===== src/rtl/replace_pkg.sv =====
// Shared types and constants for the replacement-policy engine.
// Contents: policy mode encoding, controller state encoding, RR LFSR tap mask.
package replace_pkg;

    typedef enum logic [1:0] {
        LRU  = 2'd0,
        RR   = 2'd1,
        LFU  = 2'd2,
        FIFO = 2'd3
    } replace_mode_e;

    typedef enum logic {
        ST_READY = 1'b0,
        ST_CLEAR = 1'b1
    } replace_state_e;

    // Right-shifting Fibonacci form of x^16+x^14+x^13+x^11+1: state bits 0,2,3,5 feed bit 15.
    localparam logic [15:0] LFSR_TAPS = 16'h002D;

endpackage


===== src/rtl/replace_policy_unit_lfsr16.sv =====
// 16-bit Fibonacci LFSR used as the random source for RR victim selection.
// Ports: clk, rst_n (async active-low), en (advance one step), state (current value).
module lfsr16
    import replace_pkg::*;
#(
    parameter logic [15:0] SEED = 16'hACE1
) (
    input  logic        clk,
    input  logic        rst_n,
    input  logic        en,
    output logic [15:0] state
);

    // Shift right; feedback parity enters at the top bit.
    always_ff @(posedge clk or negedge rst_n) begin
        if (!rst_n) begin
            state <= SEED;
        end else if (en) begin
            state <= {^(state & LFSR_TAPS), state[15:1]};
        end
    end

endmodule


===== src/rtl/replace_policy_unit.sv =====
// Multi-set replacement-policy engine (LRU / RR / LFU / FIFO) with per-set state.
// Returns a one-hot hit-or-victim line one cycle after an accepted request.
// Ports: clk_i, rst_ni (async active-low); req_valid_i/req_ready_o handshake;
//        set_i set index; mode_i policy select; flush_i reinit request;
//        valid_line_i / hit_line_i per-way status of the addressed set;
//        resp_valid_o pulse with out_line_o (one-hot) and evict_o.
// Optional: define REPLACE_LFU_AGING_EN to age a set's LFU counters when a hit saturates.
module replace_policy_unit
    import replace_pkg::*;
#(
    parameter int unsigned SET_SIZE  = 4,
    parameter int unsigned SET_NUM   = 16,
    parameter int unsigned CNT_WIDTH = 4,
    parameter logic [15:0] LFSR_SEED = 16'hACE1
) (
    input  logic                       clk_i,
    input  logic                       rst_ni,
    input  logic                       req_valid_i,
    output logic                       req_ready_o,
    input  logic [$clog2(SET_NUM)-1:0] set_i,
    input  logic [1:0]                 mode_i,
    input  logic                       flush_i,
    input  logic [SET_SIZE-1:0]        valid_line_i,
    input  logic [SET_SIZE-1:0]        hit_line_i,
    output logic                       resp_valid_o,
    output logic [SET_SIZE-1:0]        out_line_o,
    output logic                       evict_o
);

    localparam int unsigned IDX_W = $clog2(SET_SIZE);
    localparam logic [CNT_WIDTH-1:0] CNT_MAX = '1;

    replace_state_e state_q, state_d;
    replace_mode_e  mode_q;
    logic           accept, clear;

    logic [IDX_W-1:0]     lru_rank [SET_NUM][SET_SIZE];
    logic [CNT_WIDTH-1:0] lfu_cnt  [SET_NUM][SET_SIZE];
    logic [IDX_W-1:0]     fifo_ptr [SET_NUM];

    logic                 hit_any, set_full, evict_c;
    logic [IDX_W-1:0]     hit_idx, free_idx, lru_vic, lfu_vic, pol_vic, acc_idx;
    logic [IDX_W-1:0]     lru_next [SET_SIZE];
    logic [CNT_WIDTH-1:0] lfu_next [SET_SIZE];

    logic [15:0] lfsr_state;
    logic        lfsr_unused;

    assign req_ready_o = (state_q == ST_READY);
    assign lfsr_unused = ^lfsr_state[15:IDX_W];

    lfsr16 #(
        .SEED (LFSR_SEED)
    ) u_lfsr (
        .clk   (clk_i),
        .rst_n (rst_ni),
        .en    (accept && evict_c && (mode_q == RR)),
        .state (lfsr_state)
    );

    // Controller state register
    always_ff @(posedge clk_i or negedge rst_ni) begin
        if (!rst_ni) begin
            state_q <= ST_READY;
            mode_q  <= LRU;
        end else begin
            state_q <= state_d;
            if (clear) mode_q <= replace_mode_e'(mode_i);
        end
    end

    // A flush or mode change blocks the request in the same cycle and schedules a CLEAR
    always_comb begin
        state_d = state_q;
        accept  = 1'b0;
        clear   = 1'b0;
        case (state_q)
            ST_READY: begin
                if (flush_i || (replace_mode_e'(mode_i) != mode_q)) state_d = ST_CLEAR;
                else                                                   accept  = req_valid_i;
            end
            ST_CLEAR: begin
                clear   = 1'b1;
                state_d = ST_READY;
            end
            default: state_d = ST_READY;
        endcase
    end

    // Victim / accessed-way selection for the addressed set
    always_comb begin
        hit_any  = |hit_line_i;
        set_full = &valid_line_i;
        evict_c  = !hit_any && set_full;
        hit_idx  = '0;
        free_idx = '0;
        lru_vic  = '0;
        lfu_vic  = '0;
        // Descending scan so the lowest matching index wins
        for (int i = SET_SIZE - 1; i >= 0; i--) begin
            if (hit_line_i[i])   hit_idx  = IDX_W'(i);
            if (!valid_line_i[i]) free_idx = IDX_W'(i);
            if (lru_rank[set_i][i] == IDX_W'(SET_SIZE - 1)) lru_vic = IDX_W'(i);
        end
        // Strict less-than keeps the lowest index on ties
        for (int i = 1; i < SET_SIZE; i++) begin
            if (lfu_cnt[set_i][i] < lfu_cnt[set_i][lfu_vic]) lfu_vic = IDX_W'(i);
        end
        case (mode_q)
            LRU:     pol_vic = lru_vic;
            RR:      pol_vic = lfsr_state[IDX_W-1:0];
            LFU:     pol_vic = lfu_vic;
            default: pol_vic = fifo_ptr[set_i];
        endcase
        if (hit_any)        acc_idx = hit_idx;
        else if (!set_full) acc_idx = free_idx;
        else                acc_idx = pol_vic;
    end

    // Next LRU ranks and LFU counters for the addressed set
    always_comb begin
        for (int i = 0; i < SET_SIZE; i++) begin
            if (IDX_W'(i) == acc_idx)                          lru_next[i] = '0;
            else if (lru_rank[set_i][i] < lru_rank[set_i][acc_idx]) lru_next[i] = lru_rank[set_i][i] + IDX_W'(1);
            else                                                lru_next[i] = lru_rank[set_i][i];
            lfu_next[i] = lfu_cnt[set_i][i];
        end
        if (hit_any) begin
            if (lfu_cnt[set_i][acc_idx] != CNT_MAX) begin
                lfu_next[acc_idx] = lfu_cnt[set_i][acc_idx] + CNT_WIDTH'(1);
            end
`ifdef REPLACE_LFU_AGING_EN
            else begin
                for (int i = 0; i < SET_SIZE; i++) lfu_next[i] = lfu_cnt[set_i][i] >> 1;
                lfu_next[acc_idx] = CNT_WIDTH'((CNT_MAX >> 1) + CNT_WIDTH'(1));
            end
`endif
        end else begin
            lfu_next[acc_idx] = CNT_WIDTH'(1);
        end
    end

    // Per-set policy state; only the active policy updates on an accepted access
    always_ff @(posedge clk_i or negedge rst_ni) begin
        if (!rst_ni) begin
            for (int s = 0; s < SET_NUM; s++) begin
                for (int w = 0; w < SET_SIZE; w++) begin
                    lru_rank[s][w] <= IDX_W'(w);
                    lfu_cnt[s][w]  <= '0;
                end
                fifo_ptr[s] <= '0;
            end
        end else if (clear) begin
            for (int s = 0; s < SET_NUM; s++) begin
                for (int w = 0; w < SET_SIZE; w++) begin
                    lru_rank[s][w] <= IDX_W'(w);
                    lfu_cnt[s][w]  <= '0;
                end
                fifo_ptr[s] <= '0;
            end
        end else if (accept) begin
            case (mode_q)
                LRU: for (int w = 0; w < SET_SIZE; w++) lru_rank[set_i][w] <= lru_next[w];
                LFU: for (int w = 0; w < SET_SIZE; w++) lfu_cnt[set_i][w]  <= lfu_next[w];
                FIFO: if (evict_c) fifo_ptr[set_i] <= fifo_ptr[set_i] + IDX_W'(1);
                default: ;
            endcase
        end
    end

    // Response registers; line and evict hold between responses
    always_ff @(posedge clk_i or negedge rst_ni) begin
        if (!rst_ni) begin
            resp_valid_o <= 1'b0;
            out_line_o   <= '0;
            evict_o      <= 1'b0;
        end else begin
            resp_valid_o <= accept;
            if (accept) begin
                out_line_o <= SET_SIZE'(1) << acc_idx;
                evict_o    <= evict_c;
            end
        end
    end

endmodule

===== config.mk =====
export PLATFORM = sky130hd
export DESIGN_NAME = replace_policy_unit
export DESIGN_NICKNAME = d
export VERILOG_FILES = /design/src/rtl/replace_pkg.sv /design/src/rtl/replace_policy_unit_lfsr16.sv /design/src/rtl/replace_policy_unit.sv
export SDC_FILE = /design/constraint.sdc
export NUM_CORES = 1
export LEC_CHECK = 0
export ABC_CLOCK_PERIOD_IN_PS = 23400
export CORE_MARGIN = 2
export CORE_UTILIZATION = 40
export CTS_CLUSTER_DIAMETER = 80
export DETAILED_ROUTE_END_ITERATION = 8
export HOLD_SLACK_MARGIN = 0.06
export MAX_ROUTING_LAYER = met4
export SLEW_MARGIN = 20
export SYNTH_ARGS = -nofsm -noshare
export SYNTH_HDL_FRONTEND = slang
export SYNTH_SLANG_ARGS = --single-unit

===== constraint.sdc =====
create_clock -name clk_i -period 23.4 [get_ports clk_i]
set_input_delay 4.68 -clock clk_i [delete_from_list [all_inputs] [get_ports clk_i]]
set_output_delay 4.68 -clock clk_i [all_outputs]
set_load 0.1 [all_outputs]

==> results of run 1 <==
[flip-flops by register name, summed over array words and instances, names as in the netlist]
signal and flops:
lfu_cnt 256, lru_rank 128, fifo_ptr 32, u_lfsr.state 16
out_line_o 4, mode_q 2, evict_o 1, resp_valid_o 1
state_q 1
[cells in the final DEF (no fill, tap or decap), types with 24 or more instances in the layout]
cell type | synthesis | routed
sky130_fd_sc_hd__a21oi_1 | 141 | 139
sky130_fd_sc_hd__buf_4 | 10 | 42
sky130_fd_sc_hd__clkbuf_16 | 0 | 47
sky130_fd_sc_hd__dfrtp_1 | 369 | 368
sky130_fd_sc_hd__dfstp_2 | 72 | 72
sky130_fd_sc_hd__mux2_2 | 31 | 31
sky130_fd_sc_hd__mux2i_1 | 26 | 26
sky130_fd_sc_hd__mux4_2 | 122 | 122
sky130_fd_sc_hd__nand2_1 | 447 | 447
sky130_fd_sc_hd__nand3_1 | 51 | 50
sky130_fd_sc_hd__nor2_1 | 146 | 145
sky130_fd_sc_hd__o21ai_0 | 293 | 293
sky130_fd_sc_hd__o21ai_1 | 26 | 24
[metal layers]
| metal | up-vias | GRT usage (%) | share of wire, % |
|---|---|---|---|
| met5 | - | - | 0 |
| met4 | 0 | 8.13 | 3.0 |
| met3 | 161 | 4.84 | 8.8 |
| met2 | 725 | 40.2 | 47 |
| met1 | 8705 | 33.9 | 41 |
| li1 | 7330 | - | - |
[kinds of logic after synthesis]
family / after synthesis
and+or+nand+nor: 704
DFF: 441
xor gates and xnor gates: 7
buffers and inverters: 151
adders and majority gates: 19
AOI/OAI and AO/OA: 562
muxes: 181
[critical path, delay by kind of cell]
kind	cells	cell delay [ns]
multiplexers	3	1.40
AND/OR/NAND/NOR	6	1.93
AO/OA/AOI/OAI	14	4.11
buffers and inverters	3	1.20
adder cells (fa/ha/maj)	4	1.10
[per-stage QoR]
step | std cells | util (%)
2_1_floorplan | 2065 | -
3_3_place_gp | 2696 | 42.0
3_5_place_dp | 2696 | 42.0
4_1_cts | 2778 | 45.0
5_1_grt | 2780 | 45.1
6_report | 2780 | 45.1
[path summary, 6_finish.rpt]
check	start	endpoint	cells past startpoint
worst min register to register	lfu_cnt[91]$_DFFE_PN0P_	lfu_cnt[91]$_DFFE_PN0P_	2
worst max-delay path	set_i[0]	lfu_cnt[232]$_DFFE_PN0P_	30
min in group asynchronous	rst_ni	lfu_cnt[246]$_DFFE_PN0P_	1
max in group asynchronous	rst_ni	fifo_ptr[17]$_DFFE_PN0P_	2
worst min-delay path	lfu_cnt[91]$_DFFE_PN0P_	lfu_cnt[91]$_DFFE_PN0P_	2
worst max register to register	lfu_cnt[30]$_DFFE_PN0P_	lfu_cnt[232]$_DFFE_PN0P_	28
[power by group]
group	internal, mW	leakage [nW]	switching (mW)
clock network	0.454	0.792	0.318
registers	0.770	5.90	0.00977
logic	0.0801	3.19	0.362
total	1.30	9.88	0.689
[final cells by class]
| class | count | area [µm²] |
|---|---|---|
| Sequential cell | 441 | 11100 |
| Fill cell | 4875 | 29400 |
| Timing Repair Buffer | 68 | 589 |
| Clock buffer | 71 | 1430 |
| Clock inverter | 11 | 175 |
| Tap cell | 696 | 871 |
| Multi-Input combinational cell | 1473 | 9840 |
| Inverter | 20 | 75.1 |
==> impl_table.tex, run 1 <==
\begin{tabular}{lr}
\hline
Metric & Value \\
\hline
\multicolumn{2}{l}{\textbf{Run status}} \\
Status & completed \\
\multicolumn{2}{l}{\textbf{Synth}} \\
Area fraction in compound gates after synthesis & between 10\% and 20\% \\
Top flip-flop cell by instance count after synthesis & sky130\_fd\_sc\_hd\_\_dfrtp\_1 \\
Mapped Nets & approximately 2100 \\
Register area share after synthesis & between 50\% and 60\% \\
Post-synthesis instance total & around 2100 \\
Top-count cell post-synth & sky130\_fd\_sc\_hd\_\_nand2\_1 \\
Number of synthesis warnings & 0 \\
Number of distinct standard cells referenced by the synthesized netlist & between 60 and 70 \\
Post-synthesis mux area share & between 10\% and 20\% \\
Cell types occupying the most area after synthesis & sky130\_fd\_sc\_hd\_\_dfrtp\_1 (43\%), sky130\_fd\_sc\_hd\_\_mux4\_2 (13\%), sky130\_fd\_sc\_hd\_\_dfstp\_2 (8.8\%), sky130\_fd\_sc\_hd\_\_nand2\_1 (7.8\%), sky130\_fd\_sc\_hd\_\_o21ai\_0 (6.8\%) \\
Count of flip-flops with a built-in enable after synthesis & 0 \\
Synthesized area & $\sim$22000 µm² \\
Main combinational cell family by area after synthesis & multiplexers \\
Top cell type by total area after synthesis & sky130\_fd\_sc\_hd\_\_dfrtp\_1 \\
Share of flip-flops with an asynchronous set or reset & 100\% \\
Post-Synth XOR/XNOR Area & 0.285\% \\
Most common library cells after synthesis & sky130\_fd\_sc\_hd\_\_nand2\_1 (447), sky130\_fd\_sc\_hd\_\_dfrtp\_1 (369), sky130\_fd\_sc\_hd\_\_o21ai\_0 (293) \\
Post-synthesis register bit count & between 400 and 500 \\
Simple logic cell fraction of the synthesized area & between 10\% and 20\% \\
Fraction of post-synthesis cell area in the top cell type by area & between 40\% and 50\% \\
Syn avg cell area & 10.4 µm² \\
Share of synthesized cell area in full adder, half adder and majority cells & 1.10\% \\
\multicolumn{2}{l}{\textbf{Pwr}} \\
Standby leakage power & 9.88 nW \\
Power per unit of standard cell area & 82.7 nW/µm² \\
Post-layout power & between 1.5 and 2 mW \\
Largest voltage drop on the vdd net & approximately 0.054 mV \\
\multicolumn{2}{l}{\textbf{Clock tree}} \\
Clock latency reported for the late side of the worst-skew pair & 0.61 ns \\
TritonCTS clock tree & yes \\
Post-CTS clock slew at the launch and capture registers of the worst setup and hold paths & roughly 0.060 ns \\
Post\_cts resized & 0 \\
Number of clock buffers inserted by TritonCTS & 46 \\
Buffer depth of the longest clock path & 3 \\
Hold bufs inserted after CTS & 0 \\
Root buffer cell & sky130\_fd\_sc\_hd\_\_clkbuf\_16 \\
Post-CTS setup repair buffer count & 0 \\
H-tree lvl count & 2 \\
CTS sink cnt & about 440 \\
\multicolumn{2}{l}{\textbf{Min path}} \\
Classification of the worst-slack hold path & flip-flop to flip-flop \\
\multicolumn{2}{l}{\textbf{Worst setup path}} \\
Most frequent CP cell & sky130\_fd\_sc\_hd\_\_ha\_1 \\
Critical path arrival & 14.50 ns \\
Path type of the worst setup path & primary input to flip-flop \\
Startpoint types & primary input \\
Setup slack of the worst register-to-register path & 14.33 ns \\
Critical-path maximum fanout & 39 \\
Worst stage delay on the critical path & approximately 0.80 ns \\
Element type at the critical path end & flip-flop \\
Slowest stage cell on the critical path & sky130\_fd\_sc\_hd\_\_o2bb2ai\_1 \\
Required time of the worst setup path & between 20 and 25 ns \\
\multicolumn{2}{l}{\textbf{GRT}} \\
Maximum number of pins on one net before global-route repair & 172 \\
Global route total overflow & 0 \\
First-pass GRT wire length & roughly 110000 µm \\
Via count of the first global-routing pass & approximately 17000 \\
Initial antenna violation count & 0 \\
Total track usage & 25.7\% \\
\multicolumn{2}{l}{\textbf{STA}} \\
Worst hold-check slack & $\sim$0.47 ns \\
Count of final setup violators & 0 \\
Total count of max-transition violations in the final report & 0 \\
Final critical delay including setup and external delays & between 10 and 15 ns \\
Relative slew slack & 19.0\% \\
Pin slew with the least headroom to its limit & 1.21 ns \\
Highest achievable clock rate & between 0.07 and 0.08 GHz \\
Hold Violations, Final & 0 \\
Clock skew & 0.0195 ns \\
Setup TNS & 0 ns \\
Fraction of the cycle the final worst path needs & 60.1\% \\
Final WS setup & approximately 9.3 ns \\
Setup repair after global routing missed its margin & false \\
\multicolumn{2}{l}{\textbf{Finish}} \\
Number of inserted diodes & 0 \\
Total non-filler cell area in the finished layout & 24100 µm² \\
Layout Area Growth over Synthesis & 12.0\% \\
Layout cells sized above 1 & a little under a fifth \\
Number of nets in the finished design & between 2000 and 2500 \\
\multicolumn{2}{l}{\textbf{Detailed routing}} \\
Drt drc & 0 \\
Antenna Violating Nets Remaining & 0 \\
TritonRoute pass-1 iters & 8 \\
Total length of routed wires & just under 70000 µm \\
Violation count after the first detailed-routing iteration & 1708 \\
Via/cell ratio & a little over 6 \\
Vias after detailed routing & about 17000 \\
WL per Instance & 24.6 µm \\
\multicolumn{2}{l}{\textbf{Die}} \\
Placeable core area & 53500 µm² \\
Height of the die & approximately 240 µm \\
Number of top-level pins & 25 \\
X dimension of the die & 236 µm \\
Initial Utilization & 40.2\% \\
Die Area & 55700 µm² \\
Site row count & 85 \\
\multicolumn{2}{l}{\textbf{Placement}} \\
Buffers on Ports & 24 \\
Post-DP HPWL & 42700 µm \\
Post-placement worst setup slack & between 8 and 9 ns \\
GP Congestion & roughly 0.9 \\
Area after detailed placement & between 20000 and 25000 µm² \\
\multicolumn{2}{l}{\textbf{Run}} \\
Count of maximum capacitance violations & 0 \\
\hline
\end{tabular}
Power figures use the tool's default switching activity.
==> run 2, diff against run 1 <==
- ABC_CLOCK_PERIOD_IN_PS: 23400 -> 12400
- clock period: 23.4 -> 12.4 ns (I/O delays scaled with it)
==> run 2 against run 1 <==
Clock skew increased by 0.010 ns. Clock power increased by 81%. Non-clock buffer count increased by 19. Worst hold slack improved by 0.0017 ns. Critical path depth decreased by 1. Sequential share of layout area decreased by 0.093 points. Combinational power increased by 84%. Flip-flop and latch count unchanged. Critical endpoint is now lfu_cnt[184]$_DFFE_PN0P_.
==> impl_table.tex, run 2 (synthesis results as in run 1) <==
\begin{tabular}{lr}
\hline
Metric & Value \\
\hline
\multicolumn{2}{l}{\textbf{Pwr}} \\
Standby leakage power & 9.93 nW (+0.45\%) \\
Largest voltage drop on the vdd net & 0.0949 mV (+76\%) \\
Post-layout power & 3.69 mW (+85\%) \\
Power per unit of standard cell area & 153 nW/µm² (+85\%) \\
\multicolumn{2}{l}{\textbf{Clock tree}} \\
Buffer depth of the longest clock path & 3 (unchanged) \\
Post-CTS clock slew at the launch and capture registers of the worst setup and hold paths & 0.07 ns (about the same) \\
Clock latency reported for the late side of the worst-skew pair & 0.60 ns (about the same) \\
Post\_cts resized & 0 (unchanged) \\
Post-CTS setup repair buffer count & 0 (unchanged) \\
H-tree lvl count & 2 (unchanged) \\
Root buffer cell & sky130\_fd\_sc\_hd\_\_clkbuf\_16 \\
CTS sink cnt & 441 (unchanged) \\
Hold bufs inserted after CTS & 0 (unchanged) \\
Number of clock buffers inserted by TritonCTS & 46 (unchanged) \\
TritonCTS clock tree & yes \\
\multicolumn{2}{l}{\textbf{Placement}} \\
Post-placement worst setup slack & 0.723 ns (-8.01 ns) \\
GP Congestion & 0.972 (+7.0\%) \\
Buffers on Ports & 24 (unchanged) \\
Post-DP HPWL & 44200 µm (+3.6\%) \\
\multicolumn{2}{l}{\textbf{Finish}} \\
Layout cells sized above 1 & 19.2\% (+0.46 points) \\
Layout Area Growth over Synthesis & 12.2\% \\
Register ranked first by flip-flop count & lfu\_cnt \\
Biggest regs & lfu\_cnt: 256 flops, lru\_rank: 128 flops, fifo\_ptr: 32 flops \\
Max reg flops & 256 (unchanged) \\
Commonest non-fill, non-tap cell in the layout & sky130\_fd\_sc\_hd\_\_nand2\_1 \\
Number of inserted diodes & 0 (unchanged) \\
Most frequent cells in the layout & sky130\_fd\_sc\_hd\_\_nand2\_1 (447), sky130\_fd\_sc\_hd\_\_dfrtp\_1 (368), sky130\_fd\_sc\_hd\_\_o21ai\_0 (293) \\
Number of nets in the finished design & 2106 (+0.91\%) \\
Core occupancy in the finished layout & 45.2\% (+0.091 points) \\
\multicolumn{2}{l}{\textbf{Run}} \\
Count of maximum capacitance violations & 0 (unchanged) \\
\multicolumn{2}{l}{\textbf{Die}} \\
Initial Utilization & 40.2\% (unchanged) \\
Number of top-level pins & 25 (unchanged) \\
Site row count & 85 (unchanged) \\
Placeable core area & 53500 µm² (unchanged) \\
Height of the die & 236 µm (unchanged) \\
X dimension of the die & 236 µm (unchanged) \\
Die Area & 55700 µm² (unchanged) \\
\multicolumn{2}{l}{\textbf{GRT}} \\
First-pass GRT wire length & 104000 µm (-1.8\%) \\
Total track usage & 25.1\% (-0.53 points) \\
Maximum number of pins on one net before global-route repair & 187 (+8.7\%) \\
Initial antenna violation count & 0 (unchanged) \\
Global route total overflow & 0 (unchanged) \\
Via count of the first global-routing pass & 16865 (-0.41\%) \\
\multicolumn{2}{l}{\textbf{Worst setup path}} \\
Setup slack of the worst register-to-register path & 3.18 ns (-11.15 ns) \\
Slowest stage cell on the critical path & sky130\_fd\_sc\_hd\_\_o2bb2ai\_1 \\
Critical path arrival & 11.73 ns (-2.77 ns) \\
Element type at the critical path end & flip-flop \\
Critical-path maximum fanout & 32 (-18\%) \\
Required time of the worst setup path & 12.83 ns (-11.00 ns) \\
Startpoint types & primary input \\
Most frequent CP cell & sky130\_fd\_sc\_hd\_\_ha\_1 \\
Worst stage delay on the critical path & 0.86 ns (+0.06 ns) \\
Path type of the worst setup path & primary input to flip-flop \\
\multicolumn{2}{l}{\textbf{STA}} \\
Setup TNS & 0 ns (unchanged) \\
Final critical delay including setup and external delays & around 11 ns \\
Clock skew & 0.0299 ns (+0.0103 ns) \\
Hold Violations, Final & 0 (unchanged) \\
Final WS setup & 1.10 ns (-8.24 ns) \\
Total count of max-transition violations in the final report & 0 (unchanged) \\
Fraction of the cycle the final worst path needs & 91.1\% \\
Setup repair after global routing missed its margin & false \\
Relative slew slack & 26.9\% (+7.9 points) \\
Pin slew with the least headroom to its limit & 1.10 ns (-0.115 ns) \\
Count of final setup violators & 0 (unchanged) \\
Highest achievable clock rate & slightly below 0.09 GHz \\
\multicolumn{2}{l}{\textbf{Detailed routing}} \\
Via/cell ratio & 6.07 (-0.22\%) \\
Drt drc & 0 (unchanged) \\
WL per Instance & 24.1 µm (-1.9\%) \\
Antenna Violating Nets Remaining & 0 (unchanged) \\
TritonRoute pass-1 iters & 5 (-3) \\
Vias after detailed routing & 16993 (+0.43\%) \\
Violation count after the first detailed-routing iteration & 1646 (-3.6\%) \\
Total length of routed wires & 67400 µm (-1.3\%) \\
\multicolumn{2}{l}{\textbf{Min path}} \\
Classification of the worst-slack hold path & flip-flop to flip-flop \\
\multicolumn{2}{l}{\textbf{Run status}} \\
Status & completed \\
\hline
\end{tabular}
[run 2: changes by cell type in the layout (fill, tap and decap cells not counted), sizes merged]
cell	change
clkinv	+3
buf	+20
clkinvlp	+1
clkbuf	-6
[run 2: power breakdown]
group | total (mW) | internal, mW | switching [mW]
logic | 0.814 | 0.156 | 0.658
registers | 1.48 | 1.45 | 0.0238
clock network | 1.40 | 0.807 | 0.594
[run 2: metal layers]
metal / global-route usage [%] / vias to the layer above / part of all wire, %
li1: - / 7378 / -
met1: 33.8 / 8843 / 43
met2: 39.5 / 662 / 48
met3: 4.62 / 110 / 7.6
met4: 6.45 / 0 / 2.2
met5: - / - / 0
[run 2: layout make-up]
type | instances | area (µm²)
clock inverters | 15 | 175
flip-flops and latches | 441 | 11100
repair buffers | 87 | 759
fillers | 4943 | 29300
inverters | 20 | 75.1
well taps | 696 | 871
clock buffers | 66 | 1330
multi-input cells | 1473 | 9820
[run 2: worst max-delay path, delay by kind of cell]
| family | cells | cell delay (ns) |
|---|---|---|
| multiplexers | 3 | 1.28 |
| AND/OR/NAND/NOR | 6 | 1.93 |
| AO/OA/AOI/OAI | 13 | 4.11 |
| buffers and inverters | 3 | 0.76 |
| adder cells (fa/ha/maj) | 4 | 1.10 |
[run 2: per-stage QoR]
stage / instance area, µm² / instances / hold slack, ns
floorplan: 21500 / 2065 / 0.443
global placement: 22600 / 2715 / 0.456
detailed placement: 22600 / 2715 / 0.464
CTS: 24100 / 2796 / 0.479
global route: 24200 / 2798 / 0.492
finish: 24200 / 2798 / 0.476
[run 2: final timing paths]
path,startpoint,end,cells past startpoint
max,set_i[0],lfu_cnt[184]$_DFFE_PN0P_,29
min,lfu_cnt[18]$_DFFE_PN0P_,lfu_cnt[18]$_DFFE_PN0P_,2
max reg2reg,lfu_cnt[142]$_DFFE_PN0P_,lfu_cnt[184]$_DFFE_PN0P_,28
min reg2reg,lfu_cnt[18]$_DFFE_PN0P_,lfu_cnt[18]$_DFFE_PN0P_,2
max in group asynchronous,rst_ni,lfu_cnt[196]$_DFFE_PN0P_,4
min in group asynchronous,rst_ni,lfu_cnt[113]$_DFFE_PN0P_,1
==> run 3, diff against run 2 <==
- PLACE_DENSITY: not set -> 0.56
==> run 3 against run 2 <==
Clock power grew 6%. Critical path depth shrank 2. Utilization grew 0.21 points. Largest cell class unchanged. Global-route usage grew 0.71 points. Die area is the same. Sequential power is essentially flat. First-iteration DRC count grew 5.1%.
==> impl_table.tex, run 3 (synthesis results as in run 1) <==
\begin{tabular}{lr}
\hline
Metric & Value \\
\hline
\multicolumn{2}{l}{\textbf{Worst setup path}} \\
Critical-path maximum fanout & 31 (-3.1\%) \\
Element type at the critical path end & flip-flop \\
Count of cells along the worst register-to-register path & 27 (-3.6\%) \\
Setup slack of the worst register-to-register path & 3.48 ns (+0.30 ns) \\
Path type of the worst setup path & primary input to flip-flop \\
Startpoint of the worst register-to-register path & lfu\_cnt[14]\$\_DFFE\_PN0P\_ \\
Critical R2R Capture & lru\_rank[121]\$\_DFFE\_PN1P\_ \\
Required time of the worst setup path & 12.91 ns (+0.08 ns) \\
Startpoint types & primary input \\
Critical path arrival & 11.49 ns (-0.24 ns) \\
\multicolumn{2}{l}{\textbf{STA}} \\
Hold Violations, Final & 0 (unchanged) \\
Count of final setup violators & 0 (unchanged) \\
Setup repair after global routing missed its margin & false \\
Setup TNS & 0 ns (unchanged) \\
Final critical delay including setup and external delays & 10.97 ns (-0.329 ns) \\
Clock skew & 0.0156 ns (-0.0142 ns) \\
Fraction of the cycle the final worst path needs & 88.5\% (-2.6 points) \\
Pin slew with the least headroom to its limit & 1.20 ns (+0.107 ns) \\
Total count of max-transition violations in the final report & 0 (unchanged) \\
Highest achievable clock rate & 0.0911 GHz (+3.0\%) \\
Relative slew slack & 19.6\% (-7.3 points) \\
\multicolumn{2}{l}{\textbf{Placement}} \\
Post-DP HPWL & 44500 µm (+0.83\%) \\
GP Congestion & 0.927 (-4.7\%) \\
Buffers on Ports & 24 (unchanged) \\
\multicolumn{2}{l}{\textbf{Finish}} \\
Max reg flops & 256 (unchanged) \\
Layout cells sized above 1 & 19.5\% (+0.30 points) \\
Register ranked first by flip-flop count & lfu\_cnt \\
Layout Area Growth over Synthesis & 12.7\% \\
Commonest non-fill, non-tap cell in the layout & sky130\_fd\_sc\_hd\_\_nand2\_1 \\
Most frequent cells in the layout & sky130\_fd\_sc\_hd\_\_nand2\_1 (447), sky130\_fd\_sc\_hd\_\_dfrtp\_1 (368), sky130\_fd\_sc\_hd\_\_o21ai\_0 (293) \\
Number of inserted diodes & 0 (unchanged) \\
Number of nets in the finished design & 2109 (+0.14\%) \\
Biggest regs & lfu\_cnt: 256 flops, lru\_rank: 128 flops, fifo\_ptr: 32 flops \\
Fill cell count & 4941 (-0.040\%) \\
\multicolumn{2}{l}{\textbf{Die}} \\
Height of the die & 236 µm (unchanged) \\
Number of top-level pins & 25 (unchanged) \\
X dimension of the die & 236 µm (unchanged) \\
Initial Utilization & 40.2\% (unchanged) \\
Die Area & 55700 µm² (unchanged) \\
Placeable core area & 53500 µm² (unchanged) \\
Site row count & 85 (unchanged) \\
\multicolumn{2}{l}{\textbf{GRT}} \\
Via count of the first global-routing pass & 16855 (-0.059\%) \\
Initial antenna violation count & 1 (+1) \\
Global route total overflow & 0 (unchanged) \\
Total track usage & 25.8\% (+0.71 points) \\
First-pass GRT wire length & 106000 µm (+2.1\%) \\
Maximum number of pins on one net before global-route repair & 189 (+1.1\%) \\
\multicolumn{2}{l}{\textbf{Clock tree}} \\
Root buffer cell & sky130\_fd\_sc\_hd\_\_clkbuf\_16 \\
Buffer depth of the longest clock path & 3 (unchanged) \\
CTS sink cnt & 441 (unchanged) \\
Post-CTS clock slew at the launch and capture registers of the worst setup and hold paths & 0.06 ns (about the same) \\
Clock latency reported for the late side of the worst-skew pair & 0.60 ns (about the same) \\
H-tree lvl count & 2 (unchanged) \\
Hold bufs inserted after CTS & 0 (unchanged) \\
TritonCTS clock tree & yes \\
Number of clock buffers inserted by TritonCTS & 48 (+4.3\%) \\
Post\_cts resized & 0 (unchanged) \\
Post-CTS setup repair buffer count & 0 (unchanged) \\
\multicolumn{2}{l}{\textbf{Min path}} \\
Min-Delay Path Depth & 2 (unchanged) \\
Critical hold path startpoint & lfu\_cnt[77]\$\_DFFE\_PN0P\_ \\
Classification of the worst-slack hold path & flip-flop to flip-flop \\
Endpoint of the worst hold-timing path & lfu\_cnt[77]\$\_DFFE\_PN0P\_ \\
\multicolumn{2}{l}{\textbf{Detailed routing}} \\
Via/cell ratio & 5.95 (-2.1\%) \\
Vias after detailed routing & 16694 (-1.8\%) \\
WL per Instance & 24.6 µm (+2.2\%) \\
TritonRoute pass-1 iters & 5 (unchanged) \\
Violation count after the first detailed-routing iteration & 1730 (+5.1\%) \\
Antenna Violating Nets Remaining & 0 (unchanged) \\
Drt drc & 0 (unchanged) \\
Total length of routed wires & 69200 µm (+2.5\%) \\
\multicolumn{2}{l}{\textbf{Run}} \\
Count of maximum capacitance violations & 0 (unchanged) \\
\multicolumn{2}{l}{\textbf{Pwr}} \\
Power per unit of standard cell area & 157 nW/µm² (+2.5\%) \\
Largest voltage drop on the vdd net & 0.101 mV (+6.6\%) \\
Post-layout power & 3.80 mW (+3.0\%) \\
Standby leakage power & 9.98 nW (+0.52\%) \\
\multicolumn{2}{l}{\textbf{Run status}} \\
Status & completed \\
\hline
\end{tabular}
[run 3: cell count changes in the layout (fill, tap and decap cells not counted), sizes merged]
cell / before / now
buf: 68 / 69
bufinv: 3 / 4
clkbuf: 66 / 72
inv: 21 / 22
[run 3: per-layer routing]
layer | vias up | share of wire [%] | global-route usage, % | routed length (µm)
li1 | 7382 | - | - | -
met2 | 677 | 46 | 39.9 | 31800
met4 | 0 | 2.8 | 7.74 | 1960
met1 | 8491 | 43 | 35.1 | 29900
met5 | - | 0 | - | 0
met3 | 144 | 7.9 | 4.55 | 5490
[run 3: critical path: stages]
cell and delay (ns):
sky130_fd_sc_hd__buf_6 0.37, sky130_fd_sc_hd__buf_4 0.29, sky130_fd_sc_hd__mux4_2 0.50, sky130_fd_sc_hd__mux4_2 0.60, sky130_fd_sc_hd__ha_1 0.36, sky130_fd_sc_hd__a21o_1 0.19
sky130_fd_sc_hd__or2_2 0.37, sky130_fd_sc_hd__mux2i_1 0.17, sky130_fd_sc_hd__ha_1 0.25, sky130_fd_sc_hd__a211o_1 0.32, sky130_fd_sc_hd__o41ai_2 0.70, sky130_fd_sc_hd__nor2_1 0.08
sky130_fd_sc_hd__a21oi_1 0.16, sky130_fd_sc_hd__ha_1 0.25, sky130_fd_sc_hd__o211ai_1 0.25, sky130_fd_sc_hd__a2111oi_2 0.10, sky130_fd_sc_hd__a221o_1 0.31, sky130_fd_sc_hd__a21o_1 0.19
sky130_fd_sc_hd__o2111a_1 0.29, sky130_fd_sc_hd__nor2_1 0.81, sky130_fd_sc_hd__mux2_2 0.41, sky130_fd_sc_hd__o21ai_0 0.42, sky130_fd_sc_hd__ha_1 0.36, sky130_fd_sc_hd__and2_1 0.16
sky130_fd_sc_hd__a311oi_1 0.27, sky130_fd_sc_hd__mux2_2 0.53, sky130_fd_sc_hd__a21oi_1 0.23
[run 3: layout make-up]
class                   count  area (µm²)  area share, %
clock buffers              72        1410           5.82
clock inverters            17         225          0.928
inverters                  20        75.1          0.309
multi-input cells        1473        9830           40.5
flip-flops and latches    441       11100           45.9
well taps                 696         871           3.59
repair buffers             88         731           3.01
[run 3: worst max-delay path by stage]
stage	from	to	slack, ns	depth (start not counted)
after floorplan	set_i[0]	lru_rank[121]$_DFFE_PN1P_	1.07	34
after global placement	set_i[0]	lfu_cnt[251]$_DFFE_PN0P_	1.11	29
after detailed placement	set_i[0]	lfu_cnt[120]$_DFFE_PN0P_	0.91	28
after CTS	set_i[0]	lfu_cnt[168]$_DFFE_PN0P_	1.56	27
after global routing	set_i[0]	lru_rank[121]$_DFFE_PN1P_	0.98	27
final	set_i[0]	lru_rank[121]$_DFFE_PN1P_	1.43	27
[run 3: report_power, final]
part	switching, mW	internal, mW	total, mW
Sequential	0.0306	1.45	1.48
Clock	0.618	0.875	1.49
Combinational	0.670	0.155	0.825
Total	1.32	2.48	3.80
[run 3: stage by stage]
stage	cell area, µm²	setup WS [ns]	util, %	std cells	hold WS [ns]
after floorplan	21500	1.07	-	2065	0.443
after global placement	22600	1.11	42.3	2717	0.456
after detailed placement	22600	0.912	42.3	2717	0.465
after CTS	24200	1.56	45.3	2806	0.479
after global routing	24300	0.980	45.4	2807	0.498
final	24300	1.43	45.4	2807	0.476
